`src/rtl/branch_resolver_pkg.sv`:
```
// Shared types for the execute-stage branch resolver: operation encoding
// (branch codes equal funct3) and FSM states.
package branch_pkg;

  typedef enum logic [2:0] {
    BEQ  = 3'b000,
    BNE  = 3'b001,
    JAL  = 3'b010,
    JALR = 3'b011,
    BLT  = 3'b100,
    BGE  = 3'b101,
    BLTU = 3'b110,
    BGEU = 3'b111
  } br_op_e;

  typedef enum logic {
    IDLE  = 1'b0,
    FLUSH = 1'b1
  } br_state_e;

endpackage

```
`src/rtl/branch_resolver_if.sv`:
```
// ID/EX-to-resolver bundle: branch operands in, redirect/flush/statistics out.
interface branch_resolver_if #(
  parameter int XLEN = 32
);
  logic            in_valid;
  logic            stall;
  logic [2:0]      br_op;
  logic [XLEN-1:0] rs1_val;
  logic [XLEN-1:0] rs2_val;
  logic [XLEN-1:0] pc;
  logic [XLEN-1:0] imm;
  logic            redirect_valid;
  logic [XLEN-1:0] redirect_pc;
  logic            flush_ifid;
  logic            flush_idex;
  logic            busy;
  logic [31:0]     branch_cnt;
  logic [31:0]     taken_cnt;

  modport master (
    output in_valid, stall, br_op, rs1_val, rs2_val, pc, imm,
    input  redirect_valid, redirect_pc, flush_ifid, flush_idex, busy,
           branch_cnt, taken_cnt
  );

  modport slave (
    input  in_valid, stall, br_op, rs1_val, rs2_val, pc, imm,
    output redirect_valid, redirect_pc, flush_ifid, flush_idex, busy,
           branch_cnt, taken_cnt
  );
endinterface

```
`src/rtl/branch_resolver_cond.sv`:
```
// Branch condition evaluation: purely combinational taken decision.
module branch_cond
  import branch_pkg::*;
#(
  parameter int XLEN = 32
) (
  input  logic [2:0]      br_op,
  input  logic [XLEN-1:0] rs1_val,
  input  logic [XLEN-1:0] rs2_val,
  output logic            taken
);

  // Decode operation and compare operands (signed for BLT/BGE, unsigned for *U).
  always_comb begin
    taken = 1'b0;
    case (br_op_e'(br_op))
      BEQ:       taken = (rs1_val == rs2_val);
      BNE:       taken = (rs1_val != rs2_val);
      JAL, JALR: taken = 1'b1;
      BLT:       taken = ($signed(rs1_val) <  $signed(rs2_val));
      BGE:       taken = ($signed(rs1_val) >= $signed(rs2_val));
      BLTU:      taken = (rs1_val <  rs2_val);
      BGEU:      taken = (rs1_val >= rs2_val);
      default:   taken = 1'b0;
    endcase
  end

endmodule

```
`src/rtl/branch_resolver.sv`:
```
// Execute-stage branch resolver: evaluates the condition, computes the target,
// issues a registered PC redirect and a FLUSH_CYCLES-long pipeline flush.
module branch_resolver
  import branch_pkg::*;
#(
  parameter int XLEN         = 32,
  parameter int FLUSH_CYCLES = 2
) (
  input  logic               clk,
  input  logic               rstn,
  branch_resolver_if.slave   bus
);

  br_state_e       state;
  logic [3:0]      flush_left;
  logic            taken;
  logic [XLEN-1:0] pc_sum;
  logic [XLEN-1:0] reg_sum;
  logic [XLEN-1:0] target;
  logic            redirect_valid_q;
  logic [XLEN-1:0] redirect_pc_q;
  logic            flush_q;
  logic            busy_q;
  logic [31:0]     branch_cnt_q;
  logic [31:0]     taken_cnt_q;

  branch_cond #(.XLEN(XLEN)) u_cond (
    .br_op   (bus.br_op),
    .rs1_val (bus.rs1_val),
    .rs2_val (bus.rs2_val),
    .taken   (taken)
  );

  // Target adder: pc-relative for branches/JAL, register-relative with bit 0 cleared for JALR.
  always_comb begin
    pc_sum  = bus.pc + bus.imm;
    reg_sum = bus.rs1_val + bus.imm;
    target  = pc_sum;
    if (br_op_e'(bus.br_op) == JALR) target = {reg_sum[XLEN-1:1], 1'b0};
  end

  // Resolution FSM with registered redirect, flush, busy and statistics; stall freezes everything.
  always_ff @(posedge clk) begin
    if (!rstn) begin
      state            <= IDLE;
      flush_left       <= '0;
      redirect_valid_q <= 1'b0;
      redirect_pc_q    <= '0;
      flush_q          <= 1'b0;
      busy_q           <= 1'b0;
      branch_cnt_q     <= '0;
      taken_cnt_q      <= '0;
    end else if (!bus.stall) begin
      case (state)
        IDLE: begin
          if (bus.in_valid) begin
            branch_cnt_q <= branch_cnt_q + 32'd1;
            if (taken) begin
              taken_cnt_q      <= taken_cnt_q + 32'd1;
              redirect_pc_q    <= target;
              redirect_valid_q <= 1'b1;
              flush_q          <= 1'b1;
              busy_q           <= 1'b1;
              flush_left       <= 4'(FLUSH_CYCLES - 1);
              state            <= FLUSH;
            end
          end
        end
        FLUSH: begin
          // Wrong-path in_valid is ignored here; the redirect pulse ends after one unstalled cycle.
          redirect_valid_q <= 1'b0;
          if (flush_left == '0) begin
            flush_q <= 1'b0;
            busy_q  <= 1'b0;
            state   <= IDLE;
          end else begin
            flush_left <= flush_left - 4'd1;
          end
        end
        default: state <= IDLE;
      endcase
    end
  end

  assign bus.redirect_valid = redirect_valid_q;
  assign bus.redirect_pc    = redirect_pc_q;
  assign bus.flush_ifid     = flush_q;
  assign bus.flush_idex     = flush_q;
  assign bus.busy           = busy_q;
  assign bus.branch_cnt     = branch_cnt_q;
  assign bus.taken_cnt      = taken_cnt_q;

endmodule

```
`src/flat_wrapper.sv`:
```
// flat-port wrapper written by rule: the top's interface ports become plain ports
module branch_resolver_flat import branch_pkg::*;
#(
  parameter int XLEN         = 32,
  parameter int FLUSH_CYCLES = 2
)
  (clk, rstn, bus_in_valid, bus_stall, bus_br_op, bus_rs1_val, bus_rs2_val, bus_pc, bus_imm, bus_redirect_valid, bus_redirect_pc, bus_flush_ifid, bus_flush_idex, bus_busy, bus_branch_cnt, bus_taken_cnt);
  branch_resolver_if #(.XLEN(XLEN)) bus_i ();
  input  logic clk;
  input  logic rstn;
  input wire logic [$bits(bus_i.in_valid)-1:0] bus_in_valid;
  input wire logic [$bits(bus_i.stall)-1:0] bus_stall;
  input wire logic [$bits(bus_i.br_op)-1:0] bus_br_op;
  input wire logic [$bits(bus_i.rs1_val)-1:0] bus_rs1_val;
  input wire logic [$bits(bus_i.rs2_val)-1:0] bus_rs2_val;
  input wire logic [$bits(bus_i.pc)-1:0] bus_pc;
  input wire logic [$bits(bus_i.imm)-1:0] bus_imm;
  output wire logic [$bits(bus_i.redirect_valid)-1:0] bus_redirect_valid;
  output wire logic [$bits(bus_i.redirect_pc)-1:0] bus_redirect_pc;
  output wire logic [$bits(bus_i.flush_ifid)-1:0] bus_flush_ifid;
  output wire logic [$bits(bus_i.flush_idex)-1:0] bus_flush_idex;
  output wire logic [$bits(bus_i.busy)-1:0] bus_busy;
  output wire logic [$bits(bus_i.branch_cnt)-1:0] bus_branch_cnt;
  output wire logic [$bits(bus_i.taken_cnt)-1:0] bus_taken_cnt;
  assign bus_i.in_valid = bus_in_valid;
  assign bus_i.stall = bus_stall;
  assign bus_i.br_op = bus_br_op;
  assign bus_i.rs1_val = bus_rs1_val;
  assign bus_i.rs2_val = bus_rs2_val;
  assign bus_i.pc = bus_pc;
  assign bus_i.imm = bus_imm;
  assign bus_redirect_valid = bus_i.redirect_valid;
  assign bus_redirect_pc = bus_i.redirect_pc;
  assign bus_flush_ifid = bus_i.flush_ifid;
  assign bus_flush_idex = bus_i.flush_idex;
  assign bus_busy = bus_i.busy;
  assign bus_branch_cnt = bus_i.branch_cnt;
  assign bus_taken_cnt = bus_i.taken_cnt;
  branch_resolver #(.XLEN(XLEN), .FLUSH_CYCLES(FLUSH_CYCLES)) u_core (.clk(clk), .rstn(rstn), .bus(bus_i));
endmodule
```
`config.mk`:
```
export PLATFORM = sky130hd
export DESIGN_NAME = branch_resolver_flat
export DESIGN_NICKNAME = d
export VERILOG_FILES = /design/src/rtl/branch_resolver_pkg.sv /design/src/rtl/branch_resolver_if.sv /design/src/rtl/branch_resolver_cond.sv /design/src/rtl/branch_resolver.sv /design/src/flat_wrapper.sv
export SDC_FILE = /design/constraint.sdc
export NUM_CORES = 1
export LEC_CHECK = 0
export ABC_AREA = 1
export CORE_MARGIN = 2
export CORE_UTILIZATION = 30
export CTS_CLUSTER_DIAMETER = 50
export DETAILED_ROUTE_END_ITERATION = 8
export PLACE_DENSITY = 0.55
export SETUP_SLACK_MARGIN = 0.1
export SYNTH_ARGS = -nofsm -noshare
export SYNTH_HDL_FRONTEND = slang
export SYNTH_HIERARCHICAL = 1
export SYNTH_SLANG_ARGS = --single-unit
```
`constraint.sdc`:
```
create_clock -name clk -period 7.9 [get_ports clk]
set_input_delay 1.185 -clock clk [delete_from_list [all_inputs] [get_ports clk]]
set_output_delay 1.185 -clock clk [all_outputs]
set_load 0.1 [all_outputs]
```
==> results.py <==
metrics = {
    "place": {
        "dpl.hpwl_um": 31300,
        "globalplace.congestion": 0.891,
        "portBuffers": 234,
        "place_ws_ns": 2.42,
    },
    "drt": {
        "via_per_inst": 4.63,
        "drt-initial-drc-count": 833,
        "detail_route.drc_violations": 0,
        "highest-signal-layer": "met4",
        "wirelength_um": 37500,
        "drtPass1Iterations": 5,
        "wl_met2_um": 16900,
        "post_drt_wl_per_cell_um": 14.6,
        "dr_wl_met3_um": 1950,
        "via_count": 11907,
        "drtAntennaViolNets": 0,
        "wl_met1_um": 17900,
    },
    "grt": {
        "grt_start_max_net_pins": 51,
        "grt_pass1_wl_um": 58300,
        "gr-total-overflow": 0,
        "antenna_found_initial": 0,
        "track_usage": 0.200,
        "grt_pass1_vias": 11130,
    },
    "cts": {
        "cts_buffers": 9,
        "clk_path_buf_depth": 2,
        "cts.clk_slew.worst_paths_ns": 0.08,
        "cts_root_buffer": "clkbuf_16",
        "postCtsHoldBufs": 0,
        "cts_setup_buffers": 0,
        "cts_tree": "built",
        "cts_sinks": 103,
        "worstSkewPairLatency_ns": 0.35,
        "h-tree-depth": 3,
        "cts-resized-gates": 0,
    },
    "yosys": {
        "synth_async_sr_flop_share": 0,
        "synth_ff_type": "dfxtp_1",
        "syn_inst": 1889,
        "ys_seq_area_frac": 0.194,
        "synth_area_per_cell_um2": 5.63,
        "ys_ff_latch": 103,
        "synthDistinctLibCells": 46,
        "synth_enable_flop_cells": 0,
        "synth_warnings": 6,
        "synth_nets": 2123,
        "syn-cell-area_um2": 10600,
    },
    "power_and_ir_drop": {
        "power_leakage_nw": 7.00,
        "irDropWorstVdd_uv": 116,
        "power_density_nw_per_um2": 121,
    },
    "run": {
        "cap_violations": 0,
    },
    "floorplan": {
        "std_cell_rows": 68,
        "io_pins": 235,
        "die_y_um": 192,
        "start_util": 0.307,
        "core_um2": 34700,
        "die_w_um": 192,
        "fp.dieArea_um2": 37000,
    },
    "final_layout": {
        "multi_input_area_um2": 7060,
        "final_cell_mix": "nand2_1 (613), inv_1 (373), clkdlybuf4s50_1 (234)",
        "drive_gt1_frac": 0.0302,
        "nFillCells": 3876,
        "regArea_um2": 2060,
        "fin_util": 0.397,
        "layout_commonest_cell": "nand2_1",
        "nets": 2348,
        "area.growth.synth_to_final_pct": 29.5,
        "num_antenna_cells": 0,
    },
    "timing": {
        "setup_ws_ns": 2.77,
        "finalClockSkew_ns": 0.0126,
        "post-route-period-util": 0.650,
        "tightest_slew_ns": 1.09,
        "slew_headroom": 0.268,
        "min_period_ns": 5.13,
        "grt_setup_unrepaired": "false",
        "finalMaxSlewViolations": 0,
        "fin_setup_tns_ns": 0,
        "hold_ws_ns": 0.470,
        "setup_viol": 0,
        "max_freq_ghz": 0.195,
        "final_hold_viol_count": 0,
    },
    "status": {
        "status": "completed",
    },
    "worst_setup_path": {
        "r2r_cells": 7,
        "rrSetupSlack_ns": 5.31,
        "critPathMaxFanout": 20,
        "worstSetupEndpointType": "flip-flop",
        "crit_type": "in -> reg",
        "start_kind": "primary input",
        "cp-startpoint": "bus_rs2_val[31]",
        "cp.arrival_ns": 5.37,
        "crit_end": "u_core/bus.taken_cnt[28]",
        "worstPathRequired_ns": 8.14,
        "r2r-end": "u_core/bus.taken_cnt[28]",
        "r2r_start": "u_core/state",
    },
    "worst_hold_path": {
        "hp-start": "u_core/bus.redirect_valid",
        "min_path_type": "reg -> reg",
    },
}
-- registers in the layout, indices dropped and copies added (netlist names) --
register	cells
u_core/bus.branch_cnt	32
u_core/bus.redirect_pc	32
u_core/bus.taken_cnt	32
u_core/flush_left	4
u_core/bus.busy	1
u_core/bus.redirect_valid	1
u_core/state	1
-- cell type report --
cell class / instances / share of cell area
Inverter: 379 / 0.103
Multi-Input combinational cell: 1382 / 0.512
Clock inverter: 6 / 0.00363
Sequential cell: 103 / 0.150
Timing Repair Buffer: 239 / 0.173
Clock buffer: 10 / 0.0173
Tap cell: 455 / 0.0413
-- logic make-up after synthesis --
logic type      share of synthesized area
simple gates                        0.429
buf+inv                             0.144
compound gates                     0.0968
flops                               0.194
fa+ha+maj                           0.118
xor+xnor                           0.0189
-- power by group --
| group | switching [mW] | internal [mW] |
|---|---|---|
| registers | 0.0113 | 0.535 |
| clock network | 0.214 | 0.227 |
| logic | 0.449 | 0.237 |
| total | 0.675 | 0.999 |
-- worst min path at each step --
stage                                      to  slack [ns]  depth (start not counted)
finish              u_core/bus.redirect_valid        0.47                          2
global route             u_core/flush_left[0]        0.49                          1
CTS                 u_core/bus.redirect_valid        0.47                          2
detailed placement  u_core/bus.redirect_valid        0.46                          2
global placement    u_core/bus.redirect_valid        0.46                          2
floorplan                u_core/flush_left[0]        0.44                          1
-- layer usage --
metal	track usage	up-vias
li1	-	6341
met1	0.271	5224
met2	0.337	309
met3	0.0264	33
met4	0.0467	0
met5	0	-
-- worst max-delay path: stages --
cell             delay, ns
clkdlybuf4s50_1       0.45
inv_1                 0.04
ha_1                  0.43
nand2_2               0.12
nor2_4                0.13
nand2_2               0.09
nor2_4                0.16
nand4_2               0.14
or3_1                 0.33
nand4_1               0.15
nand2_1               0.13
nor3_4                0.66
inv_1                 0.45
nor2_1                0.29
nand4_1               0.17
nand3b_1              0.21
o21ai_0               0.16
a21oi_1               0.06
-- metrics by stage --
stage	instance area, um^2	power, mW	cells
CTS	13800	1.69	2574
global route	13800	1.79	2574
detailed placement	13500	1.24	2558
global placement	13500	1.24	2558
finish	13800	1.67	2574
floorplan	10600	1.01	1889
-- Yosys cell counts (4+ instances only) --
cell type	number	area, um^2
inv_2	4	15.0
buf_1	6	22.5
nor2_2	7	43.8
nor4_1	6	37.5
nand3_1	134	671
o21ai_0	58	290
clkbuf_1	16	60.1
nor2_1	198	743
o21bai_1	4	30.0
nor3_1	36	180
xnor2_1	8	70.1
o211ai_1	8	60.1
a21oi_1	109	546
ha_1	97	1210
nor2_4	5	56.3
and2_1	4	25.0
nand4_1	22	138
o21ai_1	4	20.0
inv_1	373	1400
nand2_2	7	43.8
xor2_1	15	131
dfxtp_1	103	2060
nand2_1	613	2300
nand3b_1	13	97.6
(Power assumes the default switching activity.)
